### src/rtl/mem_access_unit.sv
// Load/store front end between MEM stage and word-wide data RAM; sub-word stores are read-modify-write.
// Latency from accept: error 1 cycle, load 2, word store 2, byte/half store 3 (cycles to the resp pulse).
// Accepts one request at a time (ready only in IDLE); the response pulse has no back-pressure.
module mem_access_unit #(
    parameter int DATA_WIDTH = 32,
    parameter int ADDR_WIDTH = 5
) (
    input  logic                    i_clk,
    input  logic                    i_rst,
    input  logic                    i_req_valid,
    output logic                    o_req_ready,
    input  logic                    i_req_we,
    input  logic [1:0]              i_req_size,
    input  logic                    i_req_unsigned,
    input  logic [ADDR_WIDTH+1:0]   i_req_addr,
    input  logic [DATA_WIDTH-1:0]   i_req_wdata,
    output logic                    o_resp_valid,
    output logic [DATA_WIDTH-1:0]   o_resp_rdata,
    output logic                    o_misaligned,
    output logic [ADDR_WIDTH-1:0]   o_ram_addr,
    output logic [DATA_WIDTH-1:0]   o_ram_data,
    output logic                    o_ram_we,
    input  logic [DATA_WIDTH-1:0]   i_ram_data
);

    typedef enum logic [2:0] {IDLE, LOAD, MERGE, WRITE, RESP} state_t;

    state_t                  state_q, state_d;
    logic                    req_we_q, req_we_d;
    logic [1:0]              req_size_q, req_size_d;
    logic                    req_uns_q, req_uns_d;
    logic [ADDR_WIDTH+1:0]   req_addr_q, req_addr_d;
    logic [DATA_WIDTH-1:0]   buf_q, buf_d;
    logic [DATA_WIDTH-1:0]   rdata_q, rdata_d;
    logic                    err_q, err_d;

    logic                    accept;
    logic                    req_err;
    logic [7:0]              lane_byte;
    logic [15:0]             lane_half;
    logic [DATA_WIDTH-1:0]   load_ext;
    logic [DATA_WIDTH-1:0]   merged;

    // Ready is forced low while reset is held so nothing is accepted during reset
    assign o_req_ready  = (state_q == IDLE) && !i_rst;
    assign accept       = i_req_valid && o_req_ready;
    assign o_ram_addr   = req_addr_q[ADDR_WIDTH+1:2];
    assign o_ram_data   = buf_q;
    assign o_resp_rdata = rdata_q;

    // Alignment / size legality of the incoming request
    always_comb begin
        req_err = 1'b0;
        case (i_req_size)
            2'b00:   req_err = 1'b0;
            2'b01:   req_err = i_req_addr[0];
            2'b10:   req_err = (i_req_addr[1:0] != 2'b00);
            default: req_err = 1'b1;
        endcase
    end

    // FSM state register
    always_ff @(posedge i_clk or posedge i_rst) begin
        if (i_rst) begin
            state_q <= IDLE;
        end else begin
            state_q <= state_d;
        end
    end

    // FSM next-state logic
    always_comb begin
        state_d = state_q;
        case (state_q)
            IDLE: begin
                if (accept) begin
                    if (req_err)                  state_d = RESP;
                    else if (!i_req_we)           state_d = LOAD;
                    else if (i_req_size == 2'b10) state_d = WRITE;
                    else                          state_d = MERGE;
                end
            end
            LOAD:    state_d = RESP;
            MERGE:   state_d = WRITE;
            WRITE:   state_d = RESP;
            RESP:    state_d = IDLE;
            default: state_d = IDLE;
        endcase
    end

    // FSM outputs decoded from state so async reset drops the write enable at once
    always_comb begin
        o_ram_we     = (state_q == WRITE);
        o_resp_valid = (state_q == RESP);
        o_misaligned = (state_q == RESP) && err_q;
    end

    // Lane selection, load extension and store-lane merge
    always_comb begin
        lane_byte = i_ram_data[7:0];
        case (req_addr_q[1:0])
            2'b00: lane_byte = i_ram_data[7:0];
            2'b01: lane_byte = i_ram_data[15:8];
            2'b10: lane_byte = i_ram_data[23:16];
            2'b11: lane_byte = i_ram_data[31:24];
            default: lane_byte = i_ram_data[7:0];
        endcase
        lane_half = req_addr_q[1] ? i_ram_data[31:16] : i_ram_data[15:0];

        case (req_size_q)
            2'b00:   load_ext = {{24{~req_uns_q & lane_byte[7]}}, lane_byte};
            2'b01:   load_ext = {{16{~req_uns_q & lane_half[15]}}, lane_half};
            default: load_ext = i_ram_data;
        endcase

        merged = i_ram_data;
        if (req_size_q == 2'b00) begin
            case (req_addr_q[1:0])
                2'b00: merged[7:0]   = buf_q[7:0];
                2'b01: merged[15:8]  = buf_q[7:0];
                2'b10: merged[23:16] = buf_q[7:0];
                2'b11: merged[31:24] = buf_q[7:0];
                default: merged = i_ram_data;
            endcase
        end else if (req_addr_q[1]) begin
            merged[31:16] = buf_q[15:0];
        end else begin
            merged[15:0] = buf_q[15:0];
        end
    end

    // Request latch on accept; load result captured in LOAD, write buffer merged in MERGE
    always_comb begin
        req_we_d   = req_we_q;
        req_size_d = req_size_q;
        req_uns_d  = req_uns_q;
        req_addr_d = req_addr_q;
        buf_d      = buf_q;
        rdata_d    = rdata_q;
        err_d      = err_q;
        if (accept) begin
            req_we_d   = i_req_we;
            req_size_d = i_req_size;
            req_uns_d  = i_req_unsigned;
            req_addr_d = i_req_addr;
            err_d      = req_err;
            rdata_d    = '0;
            // Store data parks in the write buffer; sub-word stores merge from it later
            if (i_req_we && !req_err) buf_d = i_req_wdata;
        end
        case (state_q)
            LOAD:    rdata_d = load_ext;
            MERGE:   buf_d   = merged;
            default: ;
        endcase
    end

    // Request / datapath registers
    always_ff @(posedge i_clk or posedge i_rst) begin
        if (i_rst) begin
            req_we_q   <= 1'b0;
            req_size_q <= 2'b00;
            req_uns_q  <= 1'b0;
            req_addr_q <= '0;
            buf_q      <= '0;
            rdata_q    <= '0;
            err_q      <= 1'b0;
        end else begin
            req_we_q   <= req_we_d;
            req_size_q <= req_size_d;
            req_uns_q  <= req_uns_d;
            req_addr_q <= req_addr_d;
            buf_q      <= buf_d;
            rdata_q    <= rdata_d;
            err_q      <= err_d;
        end
    end

endmodule

### config.mk
export PLATFORM = sky130hd
export DESIGN_NAME = mem_access_unit
export DESIGN_NICKNAME = d
export VERILOG_FILES = /design/src/rtl/mem_access_unit.sv
export SDC_FILE = /design/constraint.sdc
export NUM_CORES = 1
export LEC_CHECK = 0
export BUFFER_PORTS_ARGS = -buffer_cell sky130_fd_sc_hd__buf_2
export CELL_PAD_IN_SITES_DETAIL_PLACEMENT = 2
export CELL_PAD_IN_SITES_GLOBAL_PLACEMENT = 2
export CORE_ASPECT_RATIO = 0.7
export CORE_MARGIN = 2
export CORE_UTILIZATION = 24
export DETAILED_ROUTE_END_ITERATION = 10
export PLACE_DENSITY = 0.66
export SYNTH_ARGS = -nofsm -noshare
export SYNTH_HDL_FRONTEND = slang
export SYNTH_SLANG_ARGS = --single-unit
### constraint.sdc
create_clock -name i_clk -period 4.4 [get_ports i_clk]
set_input_delay 0.66 -clock i_clk [delete_from_list [all_inputs] [get_ports i_clk]]
set_output_delay 0.66 -clock i_clk [all_outputs]
set_load 0.1 [all_outputs]
### Word level (Yosys, flattened, before mapping)

Index checks and enable logic that the tools add are counted.

* flip-flop bits (word level): 78
* bits in latches: 0
* memory bits (writable): 0
* memory bits (read-only): 0
* input port bits: 78
* output and inout port bits: 73
* word-level logic and storage cells: 64
* memories: 0

* add/sub/neg operators: 0
* multiply operators: 0
* divide/modulo/power cells: 0
* order comparisons: 0
* equality and inequality tests: 13
* shift-type cells: 0
* muxes and demuxes: 21
* bitwise logic cells: 3
* reduce and logical (&&, ||, !) cells: 18

Operators with widths (count)
* $mux 32: 6
* $pmux 32 s2: 1
* $mux 16: 3
* $mux 8: 4
* $pmux 8 s4: 1
* $pmux 3 s3: 1
* $reduce_bool 2->1: 4
* $eq 2x1->1 const B: 3
* $eq 2x2->1 const B: 3
* $eq 3x2->1 const B: 2
* $logic_not 2->1: 3
* $mux 3: 2
* $ne 3x3->1 const B: 2
* $logic_and 1x1->1: 4
* $reduce_and 4->1: 1
* $eq 3x1->1 const B: 1
* $eq 3x3->1 const B: 1
* $logic_not 3->1: 1
* $pmux 1 s3: 1
* $reduce_and 3->1: 1
* $and 1x1->1: 2
* $logic_not 1->1: 2
* $mux 2: 1
* $ne 2x2->1 const B: 1
* other kinds (4): 4

### Depth between registers and ports, before layout

* word-level depth: 7
* gate-level depth with buffers: 7
* depth with buffers taken out: 5

### Worst setup path after synthesis

No wires, ideal clock.

* path kind: register to output
* from: register state_q[0]
* to: output port o_misaligned
* data arrival time: 3.775 ns
* data required time: 3.740 ns
* path slack: -0.035 ns
* stages on the path, launching flop included: 4
* buffers on the path: 1
* path through: dfrtp_1 buf_2 nor3b_1 and2_1

* longest elaborated chain between the ends: 2

Ends and longest elaborated chain
* start, declared: line 28 `state_t state_q, state_d;`
* start signal, assigned: line 67 `state_q <= state_d;`
* $eq 3x3->1
* via o_resp_valid: line 17 `output logic o_resp_valid,`
* $logic_and 1x1->1: line 95 `o_misaligned = (state_q == RESP) && err_q;`
* end, declared: line 19 `output logic o_misaligned,`

The timed path passes the listed nets, and every way through them passes these cells.

### Final worst setup path

* from: register req_size_q[1]
* to: register rdata_q[25], in the netlist o_resp_rdata[25]

* longest elaborated chain between the ends: 3

Ends and longest elaborated chain
* start, declared: line 30 `logic [1:0] req_size_q, req_size_d;`
* start signal, assigned: line 170 `req_size_q <= req_size_d;`
* $eq 2x1->1 / $logic_not 2->1 (equally long branches): line 110 `case (req_size_q)`
* $pmux 32 s2 *: line 110
* $mux 32 *: line 151 `case (state_q)`
* end signal, assigned: line 174 `rdata_q <= rdata_d;`
* end, declared: line 34 `logic [DATA_WIDTH-1:0] rdata_q, rdata_d;`

Mark *: on every way between the ends. The rest lies on a longest branch, timed or not.
A chain may end at the register's enable or synchronous reset.

==> impl_metrics.yaml <==
global_routing:
  first_global_vias: 4414
  globalRouteOverflowTotal: 0
  global_route_wire_length_before_repair_mm: 28.5
  antenna_found_initial: 0
  total_track_usage: 0.193
  grt_max_degree: 49
timing:
  final-hold-violation-count: 0
  hold_ws_ps: 477
  tightestPinTransition_ps: 1270
  maxSlewViolCount: 0
  setup-violations-final: 0
  fmax_ghz: 0.375
  rsz_0062_raised_after_global_routing: "false"
  post-route-min-period_ps: 2670
  fin_crit_sh: 0.606
  slew_headroom: 0.154
  fin_worst_skew_ps: 8.24
  setup-tns-final_ps: 0
worst_setup_path:
  startpoint_class: "flop"
  path_class: "reg -> reg"
  end_kind: "flop"
  crit_arrival_ps: 2940
  crit_fanout: 18
  cp.required_ps: 4680
  regToRegStartpoint: "req_size_q[1]$_DFFE_PP0P_"
  crit_path_start: "req_size_q[1]$_DFFE_PP0P_"
clock_tree:
  clk_pin_slew_worst_paths_ps: 70
  clock_sink_count: 78
  clock_latency_reported_for_the_late_side_of_the_worst_skew_pair_ps: 350
  cts_root_buf: "clkbuf_16"
  postCtsResizedCells: 0
  largest_buffer_count_on_any_clock_path: 2
  cts_inserted_buffers: 9
  tritoncts: "yes"
  post-cts-setup-buffers: 0
  number_of_levels_in_the_clock_h_tree: 3
  cts_hold_repair.buffers: 0
synth:
  share_of_flip_flops_with_an_asynchronous_set_or_reset: 1.00
  postSynthNetCount: 509
  synth_sequential_area_ratio: 0.441
  edff_count_synth: 0
  distinct_cells_synth: 51
  yosysWarnings: 0
  dominantRegCellSynth: "dfrtp_1"
  postSynthRegisterBits: 78
  post_synth.cell_area_avg_um2: 10.3
  syn-cell-area_um2: 4430
  postSynthCellCount: 431
  yosysTopAreaCell: "dfrtp_1"
  yosys-top-cells-area: "dfrtp_1, mux2_2, a221o_1"
  synth_largest_type_area_fraction: 0.441
die:
  floorplan.die.width_um: 166
  floorplan.rows: 41
  core_area_um2: 18100
  die_h_um: 118
  top_level_ports: 151
  fp.dieArea_um2: 19600
  floorplan.initialDensity: 0.245
route:
  vias: 4162
  final_antenna_net_count: 0
  drt_pre_antenna_iters: 4
  postRouteWirelength_mm: 18.7
  routed_wire_length_per_instance_um: 23.3
  drt_drc_violations_left: 0
  drt_first_iter_violations: 358
  vias_per_cell: 5.19
final_layout:
  finish.instance_area_um2: 5670
  final_common_cell: "buf_2"
  drive_gt1_frac: 0.403
  n_antenna_cell: 0
  finish.net_count: 639
  layoutNonFillerInstCount: 802
  area.growth.synth_to_final_pct: 28.1
  final_cell_mix: "buf_2, dfrtp_1, mux2_2, a21oi_1, nand2_1"
placement:
  place.port_buffers: 150
  dpl.cell_count: 786
  place.gp.congestion: 0.830
  detailed_place.area_um2: 5330
  dp_hpwl_mm: 14.3
worst_hold_path:
  hold_path_class: "in -> async"
flow_run:
  cap_violations: 0
status:
  outcome: "completed"
-- worst paths after layout --
path	to	cells after the start	slack, ps
worst min-delay path	req_uns_q$_DFFE_PP0P_	2	480
worst max register to register	o_resp_rdata[25]$_DFFE_PP0P_	3	1730
worst max-delay path	o_resp_rdata[25]$_DFFE_PP0P_	3	1730
min in group i_clk	err_q$_DFFE_PP0P_	1	480
max in group asynchronous	o_ram_data[24]$_DFFE_PP0P_	3	2960
worst min register to register	err_q$_DFFE_PP0P_	1	480
-- cell families (layout without fill, tap and decap cells) --
logic type	after synthesis	after routing	share of synthesized area
AND/OR/NAND/NOR	98	98	0.129
AO/OA/AOI/OAI	152	152	0.244
multiplexers	51	51	0.126
flip-flops	78	78	0.441
buffers and inverters	52	187	0.0605
-- flip-flops by register name (all words and copies together), names as in the netlist --
register      cells
o_resp_rdata     32
err_q             1
req_size_q        2
o_ram_data       32
state_q           3
req_uns_q         1
req_addr_q        7
-- synth_stat cells, types with 5 or more instances --
cell / n
a21oi_1: 33
a31oi_1: 9
nand2_1: 32
nor2_1: 31
o21ai_0: 24
o21ai_1: 5
dfrtp_1: 78
buf_4: 8
a221o_1: 18
nor4b_1: 9
mux2i_1: 17
a2bb2oi_1: 14
o221ai_1: 15
o31ai_1: 8
a22o_1: 7
clkbuf_1: 10
o22ai_1: 8
inv_1: 11
buf_2: 16
mux2_2: 33
-- final cells by class --
type / instances / area, um2
Clock buffer: 10 / 229
Sequential cell: 78 / 1950
Multi-Input combinational cell: 301 / 2230
Inverter: 14 / 53.8
Tap cell: 236 / 295
Timing Repair Buffer: 157 / 803
Clock inverter: 6 / 110
Fill cell: 2027 / 12400
-- per-stage QoR --
step,util,worst slack (ps)
3_3_place_gp,0.295,1920
4_1_cts,0.314,1760
3_5_place_dp,0.295,1790
6_report,0.314,1730
2_1_floorplan,-,1040
5_1_grt,0.314,1480
-- critical path: stages, from the launching register on --
cell and delay, ps:
dfrtp_1 800, clkinv_1 490, nor2_1 990, a221o_1 300
-- metal layers --
| layer | track usage | vias to the layer above | share of wire |
|---|---|---|---|
| met5 | 0 | - | 0 |
| met4 | 0.0302 | 0 | 0.0066 |
| met3 | 0.0447 | 10 | 0.051 |
| met2 | 0.282 | 139 | 0.43 |
| met1 | 0.292 | 2135 | 0.52 |
| li1 | - | 1878 | - |
Power is left out: the tool's default activity adds up to more than one toggle a clock period on the data nets, which glitch-free logic cannot reach.
